==> config.mk <==
export PLATFORM = sky130hd
export DESIGN_NAME = data_mem_arbiter
export DESIGN_NICKNAME = d
export VERILOG_FILES = /design/src/rtl/data_mem_arb_pkg.sv /design/src/rtl/burst_addr_gen.sv /design/src/rtl/data_mem_arbiter.sv
export SDC_FILE = /design/constraint.sdc
export NUM_CORES = 1
export LEC_CHECK = 0
export ABC_AREA = 1
export CAP_MARGIN = 15
export CORE_MARGIN = 3
export CORE_UTILIZATION = 34
export DETAILED_ROUTE_END_ITERATION = 10
export PLACE_DENSITY = 0.78
export SYNTH_ARGS = -nofsm -noshare
export SYNTH_HDL_FRONTEND = slang
export SYNTH_SLANG_ARGS = --single-unit
==> constraint.sdc <==
create_clock -name clk_i -period 1.9 [get_ports clk_i]
set_clock_uncertainty 0.15 [all_clocks]
set_input_delay 0.19 -clock clk_i [delete_from_list [all_inputs] [get_ports clk_i]]
set_output_delay 0.19 -clock clk_i [all_outputs]
set_load 0.02 [all_outputs]
==> src/rtl/data_mem_arb_pkg.sv <==
// data_mem_arb_pkg: shared widths, starvation limit and FSM state type for the data memory arbiter
package data_mem_arb_pkg;
    localparam int ADDR_W     = 6;
    localparam int DATA_W     = 32;
    localparam int LEN_W      = 4;
    localparam int STARVE_LIM = 4;
    localparam int STARVE_W   = $clog2(STARVE_LIM + 1);
    typedef enum logic {IDLE, BURST} state_e;
endpackage

==> src/rtl/burst_addr_gen.sv <==
// burst_addr_gen: latched burst address with modulo-64 increment and remaining-beat counter
// Ports: clk_i, rst_ni (async active-low), load_i (first beat: take addr_i+1 / len_i),
//        step_i (burst beat: advance address, count down), addr_o (next beat address),
//        last_o (the next beat is the final one)
module burst_addr_gen
    import data_mem_arb_pkg::*;
(
    input  logic              clk_i,
    input  logic              rst_ni,
    input  logic              load_i,
    input  logic              step_i,
    input  logic [ADDR_W-1:0] addr_i,
    input  logic [LEN_W-1:0]  len_i,
    output logic [ADDR_W-1:0] addr_o,
    output logic              last_o
);
    logic [ADDR_W-1:0] addr_q, addr_d;
    logic [LEN_W-1:0]  rem_q, rem_d;

    // Address arithmetic is ADDR_W wide, so 63 naturally wraps to 0.
    always_comb begin
        addr_d = load_i ? addr_i + ADDR_W'(1) : step_i ? addr_q + ADDR_W'(1) : addr_q;
        rem_d  = load_i ? len_i : step_i ? rem_q - LEN_W'(1) : rem_q;
    end

    always_ff @(posedge clk_i or negedge rst_ni) begin
        if (!rst_ni) begin
            addr_q <= '0;
            rem_q  <= '0;
        end else begin
            addr_q <= addr_d;
            rem_q  <= rem_d;
        end
    end

    assign addr_o = addr_q;
    assign last_o = rem_q == LEN_W'(1);
endmodule

==> src/rtl/data_mem_arbiter.sv <==
// data_mem_arbiter: two-port arbiter/sequencer in front of the 64x32 data memory
// Ports: port 0 (m0_*) single-beat pipeline accesses, default priority;
//        port 1 (m1_*) single beats or auto-incrementing bursts, forced a grant after STARVE_LIM denials;
//        mem_* drive the memory, mem_rd_i is its combinational read data;
//        m*_rvalid_o/m*_rdata_o return read data one cycle after the grant.
module data_mem_arbiter
    import data_mem_arb_pkg::*;
(
    input  logic              clk_i,
    input  logic              rst_ni,
    input  logic              m0_req_i,
    input  logic              m0_we_i,
    input  logic [ADDR_W-1:0] m0_addr_i,
    input  logic [DATA_W-1:0] m0_wdata_i,
    output logic              m0_gnt_o,
    output logic              m0_rvalid_o,
    output logic [DATA_W-1:0] m0_rdata_o,
    input  logic              m1_req_i,
    input  logic              m1_we_i,
    input  logic [ADDR_W-1:0] m1_addr_i,
    input  logic [LEN_W-1:0]  m1_len_i,
    input  logic [DATA_W-1:0] m1_wdata_i,
    output logic              m1_gnt_o,
    output logic              m1_rvalid_o,
    output logic [DATA_W-1:0] m1_rdata_o,
    output logic              m1_busy_o,
    output logic [ADDR_W-1:0] mem_addr_o,
    output logic [DATA_W-1:0] mem_wd_o,
    output logic              mem_memwrite_o,
    output logic              mem_memread_o,
    input  logic [DATA_W-1:0] mem_rd_i
);
    state_e              state_q;
    logic                we_q, busy_q;
    logic [STARVE_W-1:0] starve_q;
    logic                rv0_q, rv1_q, rv0_d, rv1_d;
    logic [DATA_W-1:0]   rd0_q, rd1_q;
    logic                p1_req, p1_we, gnt0, gnt1, last;
    logic [ADDR_W-1:0]   p1_addr, burst_addr;

    burst_addr_gen u_gen (
        .clk_i  (clk_i),
        .rst_ni (rst_ni),
        .load_i (gnt1 && state_q == IDLE),
        .step_i (gnt1 && state_q == BURST),
        .addr_i (m1_addr_i),
        .len_i  (m1_len_i),
        .addr_o (burst_addr),
        .last_o (last)
    );

    // Inside a burst port 1 requests every cycle from its latched context.
    // Grants are masked by rst_ni so nothing reaches memory while reset is held.
    always_comb begin
        p1_req  = state_q == BURST || m1_req_i;
        p1_we   = state_q == BURST ? we_q : m1_we_i;
        p1_addr = state_q == BURST ? burst_addr : m1_addr_i;
        gnt1    = rst_ni && p1_req && (!m0_req_i || starve_q == STARVE_W'(STARVE_LIM));
        gnt0    = rst_ni && m0_req_i && !gnt1;
        rv0_d   = gnt0 && !m0_we_i;
        rv1_d   = gnt1 && !p1_we;
    end

    always_ff @(posedge clk_i or negedge rst_ni) begin
        if (!rst_ni) begin
            state_q  <= IDLE;
            we_q     <= 1'b0;
            busy_q   <= 1'b0;
            starve_q <= '0;
        end else begin
            starve_q <= (gnt1 || !p1_req) ? '0 :
                        starve_q == STARVE_W'(STARVE_LIM) ? starve_q : starve_q + STARVE_W'(1);
            if (state_q == IDLE && gnt1) begin
                we_q <= m1_we_i;
                if (m1_len_i != '0) begin
                    state_q <= BURST;
                    busy_q  <= 1'b1;
                end
            end else if (state_q == BURST && gnt1 && last) begin
                state_q <= IDLE;
                busy_q  <= 1'b0;
            end
        end
    end

    // rdata only loads on a read grant, so stale memory X never leaks out.
    always_ff @(posedge clk_i or negedge rst_ni) begin
        if (!rst_ni) begin
            rv0_q <= 1'b0;
            rv1_q <= 1'b0;
            rd0_q <= '0;
            rd1_q <= '0;
        end else begin
            rv0_q <= rv0_d;
            rv1_q <= rv1_d;
            rd0_q <= rv0_d ? mem_rd_i : rd0_q;
            rd1_q <= rv1_d ? mem_rd_i : rd1_q;
        end
    end

    assign m0_gnt_o       = gnt0;
    assign m1_gnt_o       = gnt1;
    assign m0_rvalid_o    = rv0_q;
    assign m1_rvalid_o    = rv1_q;
    assign m0_rdata_o     = rd0_q;
    assign m1_rdata_o     = rd1_q;
    assign m1_busy_o      = busy_q;
    assign mem_addr_o     = gnt0 ? m0_addr_i : gnt1 ? p1_addr : '0;
    assign mem_wd_o       = gnt0 ? m0_wdata_i : gnt1 ? m1_wdata_i : '0;
    assign mem_memwrite_o = (gnt0 && m0_we_i) || (gnt1 && p1_we);
    assign mem_memread_o  = (gnt0 && !m0_we_i) || (gnt1 && !p1_we);
endmodule

======== Yosys cells after proc, flatten, opt, wreduce, memory -nomap -nowiden ========
Index checks and enable logic that the tools add are counted.
operators by class
  add/subtract/negate cells ............... 4
  equal/unequal tests ..................... 4
  muxes and demuxes ....................... 15
  bitwise operators ....................... 1
  reduce and logical (&&, ||, !) cells .... 25
operator list
  operator                                                            number
  32-bit 2-to-1 mux                                                   2
  6-bit 2-to-1 mux                                                    5
  6-bit by 1-bit adder with 6-bit output, second input constant       2
  1-bit logical AND                                                   11
  4-bit 2-to-1 mux                                                    2
  3-bit 2-to-1 mux                                                    2
  1-bit logical NOT                                                   5
  1-bit logical OR                                                    5
  4-bit by 1-bit == test with 1-bit output, second input constant     1
  1-bit 2-to-1 mux                                                    4
  2-bit inequality test, second input constant                        2
  2-bit nonzero test                                                  2
  4-bit nonzero test                                                  1
  4-bit by 1-bit subtractor with 4-bit output, second input constant  1
  3-bit by 1-bit adder with 3-bit output, second input constant       1
  3-bit == test, second input constant                                1
  2-bit AND reduction                                                 1
  1-bit NOT                                                           1
storage, ports and cells
  bits in registers ....................... 81
  input port bits ......................... 118

======== Logic depth before layout (Yosys ltp) ========
Gate-level depths: netlist of run 1.
  depth in word-level cells ............... 7
  mapped depth ............................ 12
  depth with buffers taken out ............ 12

======== Modules after synthesis ========
A second synthesis of run 1 with hierarchy kept.
unflattened totals
  cell total of the unflattened synthesis .. 561
  area total of the unflattened synthesis .. 4230.3 µm²
by module, submodules not included
  module            instances  cells an instance  area an instance (µm²)
  data_mem_arbiter  1          477                3585.9
  burst_addr_gen    1          84                 644.4

======== Least setup slack after synthesis of run 1 ========
Ideal clock, no wire load.
  kind .................................... register -> output
  start point ............................. reg starve_q[0]
  end point ............................... out mem_wd_o[18]
  arrival time ............................ 1.623 ns
  required time ........................... 1.560 ns
  setup slack ............................. -0.063 ns
  stages on the path, launching flop included .. 11
  path through ............................ dfrtp_1 inv_1 ha_1 nand2_2 nand2_4 nand2_4 inv_2 nor2_4 buf_2 buf_6 a22o_1
between the ends
  word-level cells in the longest chain between the ends .. 6
  elaborated cells on any way between the ends .. 7
  classes of those cells .................. 1 x eq/ne; 2 x mux; 4 x reduce/logical
ends and longest elaborated chain
  what                      line                     source
  start: declaration        data_mem_arbiter.sv:35   logic [STARVE_W-1:0] starve_q;
  start signal: assignment  data_mem_arbiter.sv:71   starve_q <= (gnt1 || !p1_req) ? '0 :
  3-bit == test *           data_mem_arbiter.sv:58   gnt1 = rst_ni && p1_req && (!m0_req_i || starve_q == STARVE_W'(STARVE_LIM));
  1-bit logical OR *        data_mem_arbiter.sv:58
  1-bit logical AND *       data_mem_arbiter.sv:58
  1-bit logical NOT         data_mem_arbiter.sv:59   gnt0 = rst_ni && m0_req_i && !gnt1;
  1-bit logical AND         data_mem_arbiter.sv:59
  32-bit 2-to-1 mux *       data_mem_arbiter.sv:109  assign mem_wd_o = gnt0 ? m0_wdata_i : gnt1 ? m1_wdata_i : '0;
  end: declaration          data_mem_arbiter.sv:28   output logic [DATA_W-1:0] mem_wd_o,
Mark *: on every way between the ends. The rest lies on a longest branch, timed or not.

======== Worst setup path in the final report of run 1 ========
  start point ............................. reg starve_q[0]
  end point ............................... out mem_wd_o[9]
Same word-level chain as after synthesis.

==> results.cfg, run 1 <==
[status]
status = finished with violations
violations = setup timing

[critical_path]
slowest_stage = dfrtp_1
crit_path_cell_trace = inv_2 -> ha_4 -> nand2_4 -> nand2_4 -> nand2_4 -> inv_4 -> nor2_4 -> buf_6 -> clkbuf_16 -> a22o_1 -> buf_6
cp.required_ps = 1560
arrival_ps = 1970
cp_common_cell = nand2_4
critical_path_class = reg2out
critPathMaxFanout = 5
crit_path_end_kind = output pin
crit_family = buffers and inverters
cpPeakStageDelay_ps = 390
cp-start-kind = flop
path_buf_inv = 5

[grt]
grt_pass1_wl_um = 24300
grt_start_max_net_pins = 43
grt_util_met1_pct = 31.3
grt_util_met3_pct = 5.34
met2_usage_pct = 42.1
grt_usage_pct = 24.3
grt_pass1_vias = 4509
overflow = 0
antenna_found_initial = 0
busiest_layer = met2

[sta]
setup-tns-final_ps = -28030
hold_viol_final = 0
timing.fmax_mhz = 433
fin_crit_ps = 2310
relSlewSlack_pct = 64.7
slew_violations = 0
rsz0062_at_grt = yes
finalCritPeriodShare_pct = 121
worst_pin_slew_ps = 530
setup_violations = 112
setup_ws_ps = -408

[power]
p_leak_nw = 3.69
pwr-share-comb_pct = 52.6
power_frac_seq_pct = 28.2
p_per_area_nw_per_um2 = 1260
power.internal_mw = 6.12
clock_power_share_pct = 19.3
p_sw_mw = 3.61
vdd_drop_max_v = 0.000775
swShare_pct = 37.1

[worst_hold_path]
min_path_type = in2reg

[synthesis]
netlist_instances = 422
yosysWarningCount = 0
ys_types = 29
ys_seq_area_share_pct = 52.4
synth_nets = 545
syn-cell-area_um2 = 3870
syn_avg_cell_area_um2 = 9.16
yosys_register_bits = 81

[clock_network]
insertion_delay_ps = 320
numClockSinks = 81
cts-buffers-inserted = 9
cts_tree = yes
clkTransAtPathRegs_ps = 60
clock_path_buffers = 2
root_buffer = clkbuf_16
h-tree-depth = 3

[finish]
diodes = 0
stdcell_area_um2 = 7700
instances_no_fill = 854
area_delta_synth_final_pct = 99.3
nets = 833
drive_gt1_share_pct = 24.6
layout_commonest_cell = clkdlybuf4s50_1
final_cell_mix = clkdlybuf4s50_1 (183), nand2_1 (103), dfrtp_1 (81)

[job]
maxCapViolCount = 0

[route]
drt_iter0_markers = 269
via_count = 4275
wl_per_cell_um = 19.2
detail_route.first_pass.iterations = 5
final_antenna_net_count = 0
vias_per_cell = 5.01
drc = 0
drt_wl_total_um = 16400

[placement]
dp_hpwl_um = 9780
place_area_um2 = 6550
numPlacedInstances = 800
portBuffers = 226
place_congestion = 0.838

[die]
fp.dieW_um = 113
io_pins = 227
fp.dieH_um = 113
start_util_pct = 35.2
num_rows = 38
dieArea_um2 = 12700
core_um2 = 11000
tightest hold or removal path, delay by kind of cell:
family / cells / cell delay, ps
AOI/OAI and AO/OA: 1 / 60
buffers and inverters: 2 / 460
through the flow:
stage / power [mW] / worst slack, ps / utilization (%) / hold slack (ps)
after floorplan: 4.95 / 27.7 / - / -256
after global routing: 10.2 / -515 / 70.2 / 288
final: 9.73 / -408 / 70.2 / 269
after global placement: 6.95 / -511 / 59.6 / 147
after detailed placement: 7.08 / -590 / 59.6 / 151
after CTS: 9.56 / -369 / 68.6 / 262
cell type report:
| type | count | area [µm²] |
|---|---|---|
| clock buffer | 9 | 225 |
| clock inverter | 6 | 91.3 |
| fill | 796 | 3280 |
| inverter | 55 | 209 |
| multi-input combinational | 263 | 1650 |
| sequential | 81 | 2030 |
| tap | 140 | 175 |
| timing repair buffer | 300 | 3330 |
registers in the layout, summed over array words and instances, names as in the netlist:
register	count
m1_rdata_o	32
we_q	1
m0_rdata_o	32
starve_q	3
u_gen.rem_q	4
m1_busy_o	1
m1_rvalid_o	1
m0_rvalid_o	1
u_gen.addr_o	6
metal layers:
layer	wire length (µm)	up-vias
li1	-	1990
met1	6670	2089
met2	8410	165
met3	1070	31
met4	259	0
met5	0	-
cells in the mapped netlist (all sizes together):
cell type,number,area share (%)
nand3,11,1.7
nor4,1,0.16
buf,20,3.9
a21oi,4,0.81
o21ai,73,9.9
a22o,32,7.2
o21bai,2,0.39
xor2,2,0.45
xnor2,2,0.45
dfrtp,81,52
nor2,8,1.6
nand4,6,0.97
o211ai,4,0.78
nand2,110,11
ha,5,1.6
clkbuf,3,0.29
o221ai,3,0.68
inv,55,5.3
power by group through the flow:
stage / logic, mW / registers [mW] / clock network [mW]
final: 5.11 / 2.74 / 1.87
after global placement: 4.24 / 2.71 / 0
after global routing: 5.44 / 2.81 / 1.99
after detailed placement: 4.33 / 2.75 / 0
after CTS: 4.94 / 2.73 / 1.89
after floorplan: 1.63 / 3.32 / 0
final timing paths:
kind	startpoint	endpoint	slack (ps)	cells after the start
worst min-delay path	mem_rd_i[16]	m1_rdata_o[16]	270	3
max in group asynchronous	rst_ni	m1_rdata_o[10]	700	4
min in group asynchronous	rst_ni	u_gen.addr_o[2]	410	3
worst max-delay path	starve_q[0]	mem_wd_o[9]	-410	11
worst min register to register	m1_rdata_o[8]	m1_rdata_o[8]	340	2
worst max register to register	starve_q[0]	m1_rdata_o[1]	-330	14
kinds of logic after synthesis:
family	count (synthesis)	synth area share [%]
adders and majority gates	5	1.62
AOI/OAI and AO/OA	118	19.8
xor gates and xnor gates	4	0.906
buffers and inverters	78	9.51
DFF	81	52.4
and+or+nand+nor	136	15.7
repair_timing:
item	CTS	global route
hold endpoints to repair	81	0
pin swaps	7	7
hold buffers	1	0
setup endpoints to repair	112	113
resized for setup	276	15
buffers inserted	16	8
gates cloned	14	5
(Power assumes the default switching activity.)
==> run 2: changes to the inputs <==
--- a/config.mk
+++ b/config.mk
@@ -9,3 +9,2 @@
 export CAP_MARGIN = 15
-export CORE_MARGIN = 3
 export CORE_UTILIZATION = 34
--- a/constraint.sdc
+++ b/constraint.sdc
@@ -4,2 +4,2 @@
 set_output_delay 0.19 -clock clk_i [all_outputs]
-set_load 0.02 [all_outputs]
+set_load 0.005 [all_outputs]
==> run 2 against run 1 <==
Against the previous run:
- the run ends with hold timing, setup timing left
- core utilization grew 5.5 points
- clock-buffer cell count unchanged
- design area is 7.4% higher
- register-to-register slack lost 40 ps
- via count rose by 2.9%
- first-iteration DRC count shrank 13%
- clock power down 4%
- sequential share of layout area is 1.8 points lower
- combinational power fell by 3%
- die area shrank 7.0%
- non-clock buffer count is 13 higher
- largest cell class unchanged
- highest routed layer unchanged
==> results.cfg, run 2 (synthesized netlist as in run 1, its figures left out) <==
[die]
start_util_pct = 35.4
dieArea_um2 = 11800
num_rows = 38
io_pins = 227
fp.dieH_um = 109
core_um2 = 10900
fp.dieW_um = 109

[route]
vias_per_cell = 5.07
drc = 0
detail_route.first_pass.iterations = 4
drt_wl_total_um = 16900
drt_iter0_markers = 235
wl_per_cell_um = 19.4
final_antenna_net_count = 0
via_count = 4397

[finish]
final_cell_mix = clkdlybuf4s50_1 (183), dfrtp_1 (81), nand2_4 (58)
nets = 846
area_delta_synth_final_pct = 114
multi_input_area_um2 = 2180
layout_commonest_cell = clkdlybuf4s50_1
regArea_um2 = 2030
fillers = 705
diodes = 0
stdcell_area_um2 = 8280
drive_gt1_share_pct = 41.1

[sta]
timing.fmax_mhz = 430
relSlewSlack_pct = 33.8
setup_violations = 113
rsz0062_at_grt = yes
worst_pin_slew_ps = 994
setup_ws_ps = -425
whs_ps = -23.9
slew_violations = 0
hold_viol_final = 24
fin_crit_ps = 2330
finalCritPeriodShare_pct = 122

[grt]
grt_start_max_net_pins = 78
grt_pass1_wl_um = 24600
grt_pass1_vias = 4610
antenna_found_initial = 0
grt_usage_pct = 27.7
overflow = 0

[critical_path]
slowest_stage = dfrtp_1
crit_path_cell_trace = inv_2 -> ha_4 -> nand2_4 -> nand2_4 -> nand2_4 -> inv_4 -> buf_4 -> buf_12 -> buf_4 -> a22o_1 -> buf_2
crit_path_end_kind = output pin
rr_worst_depth = 15
cp-start-kind = flop
cp.depth = 11
reg2reg_to = m1_rdata_o[24]
rr_startpoint = starve_q[0]
arrival_ps = 1990
cpPeakStageDelay_ps = 370
critical_path_class = reg2out
path_buf_inv = 6
r2r_slack_ps = -370
cp_common_cell = nand2_4
critPathMaxFanout = 15
crit_family = buffers and inverters
cp.required_ps = 1560

[clock_network]
clock_path_buffers = 2
cts-buffers-inserted = 9
h-tree-depth = 3
clkTransAtPathRegs_ps = 70
root_buffer = clkbuf_16
cts_tree = yes
numClockSinks = 81
insertion_delay_ps = 330

[placement]
place_congestion = 0.855
portBuffers = 226
place_area_um2 = 6450
dp_slack_ps = -424
dp_hpwl_um = 9400

[status]
status = finished with violations
violations = hold timing, setup timing

[worst_hold_path]
min_path_type = in2async

[power]
p_per_area_nw_per_um2 = 1180
total_power_mw = 9.73
vdd_drop_max_v = 0.000639
p_leak_nw = 3.89

[job]
maxCapViolCount = 0
==> run 2: changes by cell type in the layout (fill, tap and decap cells not counted), moves of 14 or more <==
cell / delta
buf_4: -14
buf_2: +37
a22o_4: -14
nand2_2: +22
nand2_4: +55
nand2_1: -77
o21ai_1: -37
o21ai_2: +43
buf_6: -22
a22o_1: +14
==> run 2: timing repair <==
action	CTS	global route
buffers inserted	33	4
endpoints found under the setup margin	113	114
pin swaps	22	25
endpoints found under the hold margin	4	0
cloned	22	2
resized for setup	337	106
hold buffers	1	0
==> run 2: power breakdown <==
part / leakage (nW) / internal, mW / switching, mW
Combinational: 2.73 / 2.91 / 2.03
Clock: 0.144 / 1.03 / 0.767
Sequential: 1.01 / 2.36 / 0.637
==> run 2: final cells by class <==
cell class / count / area share, %
Clock buffer: 9 / 2.72
Clock inverter: 7 / 0.952
Inverter: 55 / 2.52
Multi-Input combinational cell: 263 / 26.4
Sequential cell: 81 / 24.5
Tap cell: 140 / 2.12
Timing Repair Buffer: 313 / 40.8
==> run 2: worst max-delay path by stage <==
stage | startpoint | endpoint | slack, ps
finish | starve_q[0] | mem_wd_o[15] | -430
global route | starve_q[0] | mem_wd_o[15] | -490
CTS | starve_q[1] | mem_wd_o[12] | -390
detailed placement | m0_req_i | mem_wd_o[23] | -420
global placement | m0_req_i | mem_wd_o[11] | -370
floorplan | starve_q[0] | mem_wd_o[18] | 40
==> run 2: through the flow <==
stage / std cells / TNS [ps] / util (%)
5_1_grt: 868 / -39430 / 75.7
6_report: 868 / -30940 / 75.7
4_1_cts: 871 / -30400 / 73.5
3_3_place_gp: 802 / -22870 / 59.0
2_1_floorplan: 422 / 0 / -
3_5_place_dp: 802 / -28790 / 59.0
==> run 2: layer usage <==
| layer | GRT usage (%) | share of wire, % | routed length (µm) |
|---|---|---|---|
| met1 | 35.1 | 38 | 6480 |
| met2 | 47.8 | 53 | 8960 |
| met3 | 4.18 | 5.6 | 945 |
| met4 | 9.85 | 2.8 | 471 |
| met5 | 0 | 0 | 0 |
==> run 3: changes to the inputs <==
Settings changed: CORE_AREA set to 2 2 88 90, CORE_UTILIZATION 34 to unset, DIE_AREA set to 0 0 90 92, DONT_BUFFER_PORTS set to 1, PLACE_DENSITY 0.78 to 0.73.
==> run 3 against run 2 <==
Against the previous run:
- the run still ends with hold timing, setup timing left
- non-clock buffer count down 216
- clock power down 13%
- via count down 17%
- design area down 31%
==> results.cfg, run 3 (synthesized netlist as in run 1, its figures left out) <==
[route]
drc = 0
final_antenna_net_count = 0
drt_iter0_markers = 223
via_count = 3642
wl_per_cell_um = 23.2
drt_wl_total_um = 14300
vias_per_cell = 5.92
detail_route.first_pass.iterations = 4

[clock_network]
cts-buffers-inserted = 9
clock_path_buffers = 2
root_buffer = clkbuf_8
cts_tree = yes
clkTransAtPathRegs_ps = 100
numClockSinks = 81
h-tree-depth = 3
insertion_delay_ps = 360

[grt]
grt_usage_pct = 29.6
busiest_layer = met2
met2_usage_pct = 53.9
grt_util_met3_pct = 8.05
overflow = 0
grt_util_met1_pct = 30.0
grt_pass1_wl_um = 18700
grt_pass1_vias = 3389
grt_start_max_net_pins = 84
antenna_found_initial = 1

[critical_path]
cp.depth = 15
cp-start-kind = flop
path_buf_inv = 4
cp.required_ps = 1980
r2r_slack_ps = -330
critPathMaxFanout = 6
slowest_stage = dfrtp_1
crit_path_start = starve_q[0]
cp_common_cell = nand2_1
crit_path_cell_trace = inv_2 -> ha_4 -> nand2_4 -> nand2_4 -> buf_12 -> buf_12 -> nand3_4 -> buf_4 -> nand2_1 -> nand2_2 -> nand2_1 -> nor2_2 -> nand2_1 -> nand3_1 -> o21ai_1
crit_path_end_kind = flop
crit_family = simple AND/OR/NAND/NOR gates
critical_path_class = reg2reg
cpPeakStageDelay_ps = 370
rr_startpoint = starve_q[0]
arrival_ps = 2310
rr_worst_depth = 15
crit_end = u_gen.addr_o[3]
reg2reg_to = u_gen.addr_o[3]

[sta]
setup-tns-final_ps = -18020
setup_ws_ps = -326
slew_violations = 0
hold_viol_final = 81
worst_pin_slew_ps = 421
fin_crit_ps = 2230
timing.fmax_mhz = 449
finalCritPeriodShare_pct = 117
setup_violations = 80
whs_ps = -640
rsz0062_at_grt = yes
relSlewSlack_pct = 71.7

[die]
num_rows = 32
dieArea_um2 = 8280
core_um2 = 7450
start_util_pct = 51.9
fp.dieH_um = 92
fp.dieW_um = 90
io_pins = 227

[status]
violations = hold timing, setup timing
status = finished with violations

[finish]
final_cell_mix = dfrtp_1 (81), nand2_1 (70), inv_1 (47)
nets = 630
area_delta_synth_final_pct = 47.6
instances_no_fill = 615
layout_commonest_cell = dfrtp_1
fillers = 476
drive_gt1_share_pct = 32.0

[power]
p_per_area_nw_per_um2 = 1330
power_frac_seq_pct = 39.4
power.internal_mw = 4.75
pwr-share-comb_pct = 39.8
clock_power_share_pct = 20.7
total_power_mw = 7.59
p_leak_nw = 2.78
swShare_pct = 37.5
vdd_drop_max_v = 0.000516
p_sw_mw = 2.85

[placement]
numPlacedInstances = 515
place_congestion = 0.948
portBuffers = 0
dp_hpwl_um = 7740

[worst_hold_path]
min_path_type = in2async

[job]
maxCapViolCount = 0
==> run 3: worst min-delay path by stage <==
stage                                 to   start
after floorplan            m0_rdata_o[0]  rst_ni
after global placement    m1_rdata_o[18]  rst_ni
after detailed placement  m0_rdata_o[18]  rst_ni
after CTS                 m0_rdata_o[18]  rst_ni
after global routing      m0_rdata_o[18]  rst_ni
final                     m0_rdata_o[18]  rst_ni
==> run 3: layer usage <==
metal / up-vias / part of all wire [%]
met5: - / 0
met4: 0 / 6.4
met3: 61 / 7.5
met2: 229 / 54
met1: 1779 / 32
li1: 1573 / -
==> run 3: layout make-up <==
type                       instances  area, µm²  area share, %
clock inverter                     7        124           2.17
inverter                          55        221           3.88
multi-input combinational        263       1820           31.8
clock buffer                       9        124           2.17
tap                              102        128           2.24
timing repair buffer              97       1260           22.2
sequential                        81       2030           35.5
antenna                            1       2.50         0.0439
==> run 3: stage by stage <==
step	utilization, %	hold WS [ps]	instance area [µm²]	setup slack [ps]
after global routing	76.6	-664	5710	-449
after floorplan	-	-256	3870	37.6
after global placement	53.9	-254	4010	29.5
final	76.6	-640	5710	-326
after detailed placement	53.9	-254	4010	-55.7
after CTS	69.3	-645	5160	-264
==> run 3: power groups by stage <==
stage	combinational (mW)	sequential (mW)	clock (mW)
floorplan	1.38	2.75	0
global placement	1.65	2.89	0
detailed placement	1.74	2.91	0
CTS	2.29	2.89	1.57
global route	3.26	3.04	1.67
finish	3.02	2.99	1.57
==> run 3: timing repair <==
action | in CTS | in global routing
setup endpoints to repair | 47 | 84
endpoints found under the hold margin | 154 | 82
setup buffers | 23 | 8
hold buffers | 37 | 1
cloned | 7 | 9
resized for setup | 44 | 86
pin swaps | 21 | 15
